==> src/rtl/regfile_arb_pkg.sv <==
// Shared types for the register-file write-port arbiter: arbitration states and grant sources.
`ifndef XLEN
`define XLEN 32
`endif

package regfile_arb_pkg;

  typedef enum logic [1:0] {IDLE, WAIT, FORCE} arb_state_t;

  typedef enum logic [1:0] {GRANT_NONE, GRANT_PIPE, GRANT_LONG} grant_src_t;

endpackage

==> src/rtl/regfile_write_arbiter_result_buffer.sv <==
// Single-entry holding register for one long-unit result (address + data) with a valid flag.
`ifndef XLEN
`define XLEN 32
`endif

module result_buffer #(
  parameter int ADR_W  = 5,
  parameter int DATA_W = 32
) (
  input  logic              clk,
  input  logic              reset,
  input  logic              load_i,
  input  logic              clear_i,
  input  logic [ADR_W-1:0]  adr_i,
  input  logic [DATA_W-1:0] data_i,
  output logic              valid_o,
  output logic [ADR_W-1:0]  adr_o,
  output logic [DATA_W-1:0] data_o
);

  logic              valid_q;
  logic [ADR_W-1:0]  adr_q;
  logic [DATA_W-1:0] data_q;

  // load only happens while empty and clear only while full, so they never collide
  always_ff @(posedge clk or negedge reset) begin
    if (!reset) begin
      valid_q <= 1'b0;
      adr_q   <= '0;
      data_q  <= '0;
    end else if (load_i) begin
      valid_q <= 1'b1;
      adr_q   <= adr_i;
      data_q  <= data_i;
    end else if (clear_i) begin
      valid_q <= 1'b0;
    end
  end

  assign valid_o = valid_q;
  assign adr_o   = adr_q;
  assign data_o  = data_q;

endmodule

==> src/rtl/regfile_write_arbiter.sv <==
// Arbitrates the register file's single write port between pipeline writeback and a long-latency unit.
// Optional stall counter on StallCount is built when REGFILE_ARB_STALL_COUNT_EN is defined.
//
// state | meaning
// IDLE  | result buffer empty
// WAIT  | buffer full, pipeline has priority, starve counter running
// FORCE | buffer full, granted this cycle regardless of pipeline
`ifndef XLEN
`define XLEN 32
`endif

module regfile_write_arbiter
  import regfile_arb_pkg::*;
#(
  parameter int REGISTER_COUNT = 32,
  parameter int STARVE_LIMIT   = 4
) (
  input  logic                              clk,
  input  logic                              reset,
  input  logic                              PipeWriteEn,
  input  logic [$clog2(REGISTER_COUNT)-1:0] PipeRdAdr,
  input  logic [`XLEN-1:0]                  PipeRd,
  output logic                              PipeStall,
  input  logic                              LongValid,
  input  logic [$clog2(REGISTER_COUNT)-1:0] LongRdAdr,
  input  logic [`XLEN-1:0]                  LongRd,
  output logic                              LongReady,
  input  logic                              LongIssue,
  input  logic [$clog2(REGISTER_COUNT)-1:0] LongIssueAdr,
  output logic [REGISTER_COUNT-1:0]         PendingMask,
  output logic                              WriteEn,
  output logic [$clog2(REGISTER_COUNT)-1:0] rd1Adr,
  output logic [`XLEN-1:0]                  Rd1,
  output logic [31:0]                       StallCount
);

  localparam int ADR_W = $clog2(REGISTER_COUNT);
  localparam int CNT_W = $clog2(STARVE_LIMIT + 2);
  localparam logic [CNT_W-1:0] LIMIT = CNT_W'(STARVE_LIMIT);

  arb_state_t                state_q, state_d;
  logic [CNT_W-1:0]          starve_q, starve_d, starve_inc;
  logic [REGISTER_COUNT-1:0] pend_q, pend_d;
  logic                      buf_valid, accept, buf_grant, pipe_grant;
  logic [ADR_W-1:0]          buf_adr, wr_adr, adr_q;
  logic [`XLEN-1:0]          buf_data, wr_data, data_q;
  logic                      we_q;
  grant_src_t                grant_src;

  // ready is forced low during reset, not just derived from the cleared buffer
  assign LongReady  = !buf_valid && reset;
  assign accept     = LongValid && LongReady;
  assign buf_grant  = buf_valid && (!PipeWriteEn || state_q == FORCE);
  assign pipe_grant = PipeWriteEn && !buf_grant;
  assign PipeStall  = PipeWriteEn && buf_grant;

  result_buffer #(.ADR_W(ADR_W), .DATA_W(`XLEN)) u_result_buffer (
    .clk     (clk),
    .reset   (reset),
    .load_i  (accept),
    .clear_i (buf_grant),
    .adr_i   (LongRdAdr),
    .data_i  (LongRd),
    .valid_o (buf_valid),
    .adr_o   (buf_adr),
    .data_o  (buf_data)
  );

  assign starve_inc = starve_q + CNT_W'(1);

  always_comb begin
    state_d  = state_q;
    starve_d = starve_q;
    case (state_q)
      IDLE: begin
        starve_d = '0;
        if (accept) state_d = (STARVE_LIMIT == 0) ? FORCE : WAIT;
      end
      WAIT: begin
        if (buf_grant) begin
          state_d  = IDLE;
          starve_d = '0;
        end else begin
          starve_d = starve_inc;
          if (starve_inc == LIMIT) state_d = FORCE;
        end
      end
      FORCE: begin
        state_d  = IDLE;
        starve_d = '0;
      end
      default: begin
        state_d  = IDLE;
        starve_d = '0;
      end
    endcase
  end

  always_comb begin
    grant_src = GRANT_NONE;
    if (buf_grant)       grant_src = GRANT_LONG;
    else if (pipe_grant) grant_src = GRANT_PIPE;
  end

  assign wr_adr  = (grant_src == GRANT_LONG) ? buf_adr  : PipeRdAdr;
  assign wr_data = (grant_src == GRANT_LONG) ? buf_data : PipeRd;

  // set beats clear when the same register is re-issued as its result drains
  always_comb begin
    pend_d = pend_q;
    if (buf_grant) pend_d[buf_adr] = 1'b0;
    if (LongIssue && LongIssueAdr != '0) pend_d[LongIssueAdr] = 1'b1;
    pend_d[0] = 1'b0;
  end

  always_ff @(posedge clk or negedge reset) begin
    if (!reset) begin
      state_q  <= IDLE;
      starve_q <= '0;
      pend_q   <= '0;
      we_q     <= 1'b0;
      adr_q    <= '0;
      data_q   <= '0;
    end else begin
      state_q  <= state_d;
      starve_q <= starve_d;
      pend_q   <= pend_d;
      we_q     <= (grant_src != GRANT_NONE) && (wr_adr != '0);
      if (grant_src != GRANT_NONE) begin
        adr_q  <= wr_adr;
        data_q <= wr_data;
      end
    end
  end

  assign PendingMask = pend_q;
  assign WriteEn     = we_q;
  assign rd1Adr      = adr_q;
  assign Rd1         = data_q;

`ifdef REGFILE_ARB_STALL_COUNT_EN
  logic [31:0] stall_cnt_q;

  always_ff @(posedge clk or negedge reset) begin
    if (!reset)         stall_cnt_q <= '0;
    else if (PipeStall) stall_cnt_q <= stall_cnt_q + 32'd1;
  end

  assign StallCount = stall_cnt_q;
`else
  assign StallCount = 32'd0;
`endif

endmodule

==> config.mk <==
export PLATFORM = sky130hd
export DESIGN_NAME = regfile_write_arbiter
export DESIGN_NICKNAME = d
export VERILOG_FILES = /design/src/rtl/regfile_arb_pkg.sv /design/src/rtl/regfile_write_arbiter_result_buffer.sv /design/src/rtl/regfile_write_arbiter.sv
export SDC_FILE = /design/constraint.sdc
export NUM_CORES = 1
export LEC_CHECK = 0
export BUFFER_PORTS_ARGS = -buffer_cell sky130_fd_sc_hd__buf_2
export CAP_MARGIN = 20
export CORE_MARGIN = 5
export CORE_UTILIZATION = 40
export CTS_BUF_LIST = sky130_fd_sc_hd__clkbuf_16
export DETAILED_ROUTE_END_ITERATION = 10
export GPL_TIMING_DRIVEN = 0
export PLACE_DENSITY = 0.69
export SETUP_SLACK_MARGIN = 0.3
export SLEW_MARGIN = 0
export SYNTH_ARGS = -nofsm -noshare
export SYNTH_HDL_FRONTEND = slang
export SYNTH_HIERARCHICAL = 1
export SYNTH_SLANG_ARGS = --single-unit
==> constraint.sdc <==
create_clock -name clk -period 2.7 [get_ports clk]
set_clock_uncertainty 0.2 [all_clocks]
set_input_delay 0.81 -clock clk [delete_from_list [all_inputs] [get_ports clk]]
set_output_delay 0.81 -clock clk [all_outputs]
set_load 0.02 [all_outputs]
==> impl_results.md <==
* Yosys top cell by area: dfrtp_1
* Worst reg2reg startpoint: state_q[0]
* R2R Path End: PendingMask[30]
* Die area at 15510 um2
* Final-report hold violation count at 0
* Worst VDD drop at 0.4718 mV
* Initial antenna violation count at 0
* Post-synthesis sequential area ratio at 0.5340
* Period utilization at 0.8760
* Clk root buf: clkbuf_16
* Final GP Congestion at 0.8533
* Detail Route met2 WL at 6538 um
* DR iter-0 viols at 312
* DRC Markers at 0
* Post-route cell area at 6905 um2
* Clock Latency Late Sink at 0.35 ns
* Status: finished, final reports clean
* Post-synth top flop: dfrtp_1
* P per Cell Area at 880.7 nW/um2
* Tmin final at 2.365 ns
* Top area cells in the synthesized netlist: dfrtp_1 (53%), a221o_1 (6.1%), mux2_4 (5.4%), buf_4 (4.7%), a22oi_1 (4.4%)
* Area Growth Syn to Fin at 31.56%
* Core box area at 12720 um2
* Via-to-Cell Ratio at 5.081
* Slew @ Worst Pin at 0.9754 ns
* Gr usage total at 0.1847
* Port Buffers at 154
* R2R depth at 4
* Post-synth cell types at 40
* Max-cap viol count at 0
* Final ANT Viol Nets at 0
* Rows at 41
* Global route overflow at 0
* Worst Setup SP: PipeWriteEn
* CTS tree: done
* RSZ-0062 raised after global routing: no
* Hold Crit Class: in2async
* Max Clk Rate at 422.8 MHz
* Synth cell count leaders: dfrtp_1 (112), o21ai_0 (37), inv_1 (35), and2_1 (33), buf_4 (33)
* Worst Path Required at 1.69 ns
* Starting density of the core at 0.4126
* Critical Path Fanout Max at 7
* Final setup violation count at 0
* Setup TNS at 0 ns
* Die Width at 124.6 um
* Asr flop ratio synth at 1.000
* Cell count after synthesis at 445
* Post-DP HPWL at 10030 um
* Num Clock Sinks at 112
* Max layer used: met4
* Setup ws final at 0.3349 ns
* Most frequent cell after synthesis: dfrtp_1
* Crit path DAT at 1.36 ns
* Total Power at 6081 uW
* R2r setup slk at 0.72 ns
* Mapped Area at 5249 um2
* P_leak at 0.003577 uW
* Critical path launch point type: input port
* Crit path cell chain: buf_6 > inv_6 > o21ai_4 > nor2_1 > buf_4
* # diodes at 0
* Critical path endpoint: PipeStall
* Critical path class: in2out
* Dpl ws at -0.4594 ns
* Wire length of the first global-routing pass at 23020 um
* Metal3 WL at 1497 um
* Clk pin slew, worst setup/hold paths at 0.07 ns
* Rel. slew slack at 0.3483
* Num CTS Buffers at 9
* Routed length on met1 at 6063 um
* Top cell type's share of synthesized area at 0.5340
* Post-synth EDFFs at 0
* Clock tree buffer depth at 2
* Slowest CP cell: buf_4
* Hold-fix buffers, CTS at 0
* 1st-pass router iterations at 5
* Avg Cell Area, Syn at 11.80 um2
* Die H at 124.6 um
* Max Slew Vio Count at 0
* Fin nets at 739
* Worst Hold Slack at 0.1727 ns
* Post-Route WL at 14380 um
* H-tree Lvls at 3
* Crit end category: output pin
* Vias in the first global route at 4349
* Fraction of layout cells with a size suffix above 1 at 0.4164
* Slowest stage delay, CP at 0.16 ns
* #FFs+latches synth at 112
* Largest net degree at the start of global routing at 34
* WL per Instance at 17.32 um
* Ys Warns at 6
* Vias at 4217
* # fillers at 1140
* IO Count at 188
* Area post-placement at 6385 um2
-- layout make-up --
cell class	count	area, um2	area share
flip-flops and latches	112	2803	0.4059
multi-input cells	274	2056	0.2977
repair buffers	165	1011	0.1464
plain buffers	54	381.6	0.05526
clock buffers	9	225.2	0.03261
well taps	172	215.2	0.03117
inverters	37	143.9	0.02084
clock inverters	7	70.07	0.01015
-- worst min-delay path by stage --
stage,from,slack (ns),cells after the start,endpoint
global route,reset,0.16,1,Rd1[28]
floorplan,starve_q[0],0.24,1,starve_q[0]
detailed placement,u_result_buffer/valid_o,0.26,1,u_result_buffer/valid_o
finish,reset,0.17,1,PendingMask[11]
global placement,starve_q[0],0.25,1,starve_q[0]
CTS,reset,0.05,1,u_result_buffer/data_o[28]
-- stage by stage --
step	std cells	utilization
global route	830	0.5428
CTS	825	0.5388
floorplan	477	-
global placement	803	0.4995
finish	830	0.5428
detailed placement	804	0.5019
-- placed cells by master (no fill, tap or decap), types with 2 or more instances in the layout --
cell	count
nand3b_1	5
a211oi_1	5
nor2_1	6
and3_1	2
a31oi_1	5
clkbuf_1	4
and3b_1	6
buf_2	158
nand3_1	7
buf_1	3
a21oi_1	4
inv_6	3
nor3b_1	4
o21ai_0	37
mux2_4	19
buf_16	2
ha_1	2
conb_1	33
and2_1	33
buf_4	40
clkinv_2	2
or3b_2	3
a221o_1	32
mux2_2	18
buf_6	8
bufbuf_16	4
nor3_1	2
nor2b_1	7
clkbuf_16	9
inv_1	36
a22oi_1	31
dfrtp_1	112
-- state kept, by name, indices dropped and copies added, names as in the netlist, 2 cells and up --
name,count
PendingMask,31
Rd1,32
starve_q,3
rd1Adr,5
u_result_buffer/adr_o,5
u_result_buffer/data_o,32
state_q,2
-- critical path, delay by kind of cell --
family                 cells  cell delay [ns]
AO/OA/AOI/OAI              1             0.06
AND/OR/NAND/NOR            1             0.14
buffers and inverters      3             0.34
-- kinds of logic (layout without fill, tap and decap cells) --
family / Yosys count / in the layout / share of synthesized area
multiplexers: 37 / 37 / 0.09297
buffers and inverters: 91 / 272 / 0.09917
AO/OA/AOI/OAI: 120 / 120 / 0.1678
AND/OR/NAND/NOR: 81 / 81 / 0.09893
other: 1 / 33 / 0.0007145
flip-flops: 112 / 112 / 0.5340
XOR/XNOR: 1 / 1 / 0.001669
adder cells (fa/ha/maj): 2 / 2 / 0.004767
-- layer usage --
layer	global-route usage	up-vias
met5	0	-
met4	0.06576	0
met3	0.06818	18
met2	0.2834	208
met1	0.2401	2042
li1	-	1949
-- power breakdown --
group	switching, uW	internal [uW]	total [uW]
Sequential	383	2210	2600
Clock	625	722	1350
Combinational	1080	1060	2140
-- what timing repair did --
item,CTS,global route
cloned,4,0
setup endpoints to repair,40,2
resized for setup,9,4
setup buffers,1,5
pin swaps,1,2
Power figures use the tool's default switching activity.
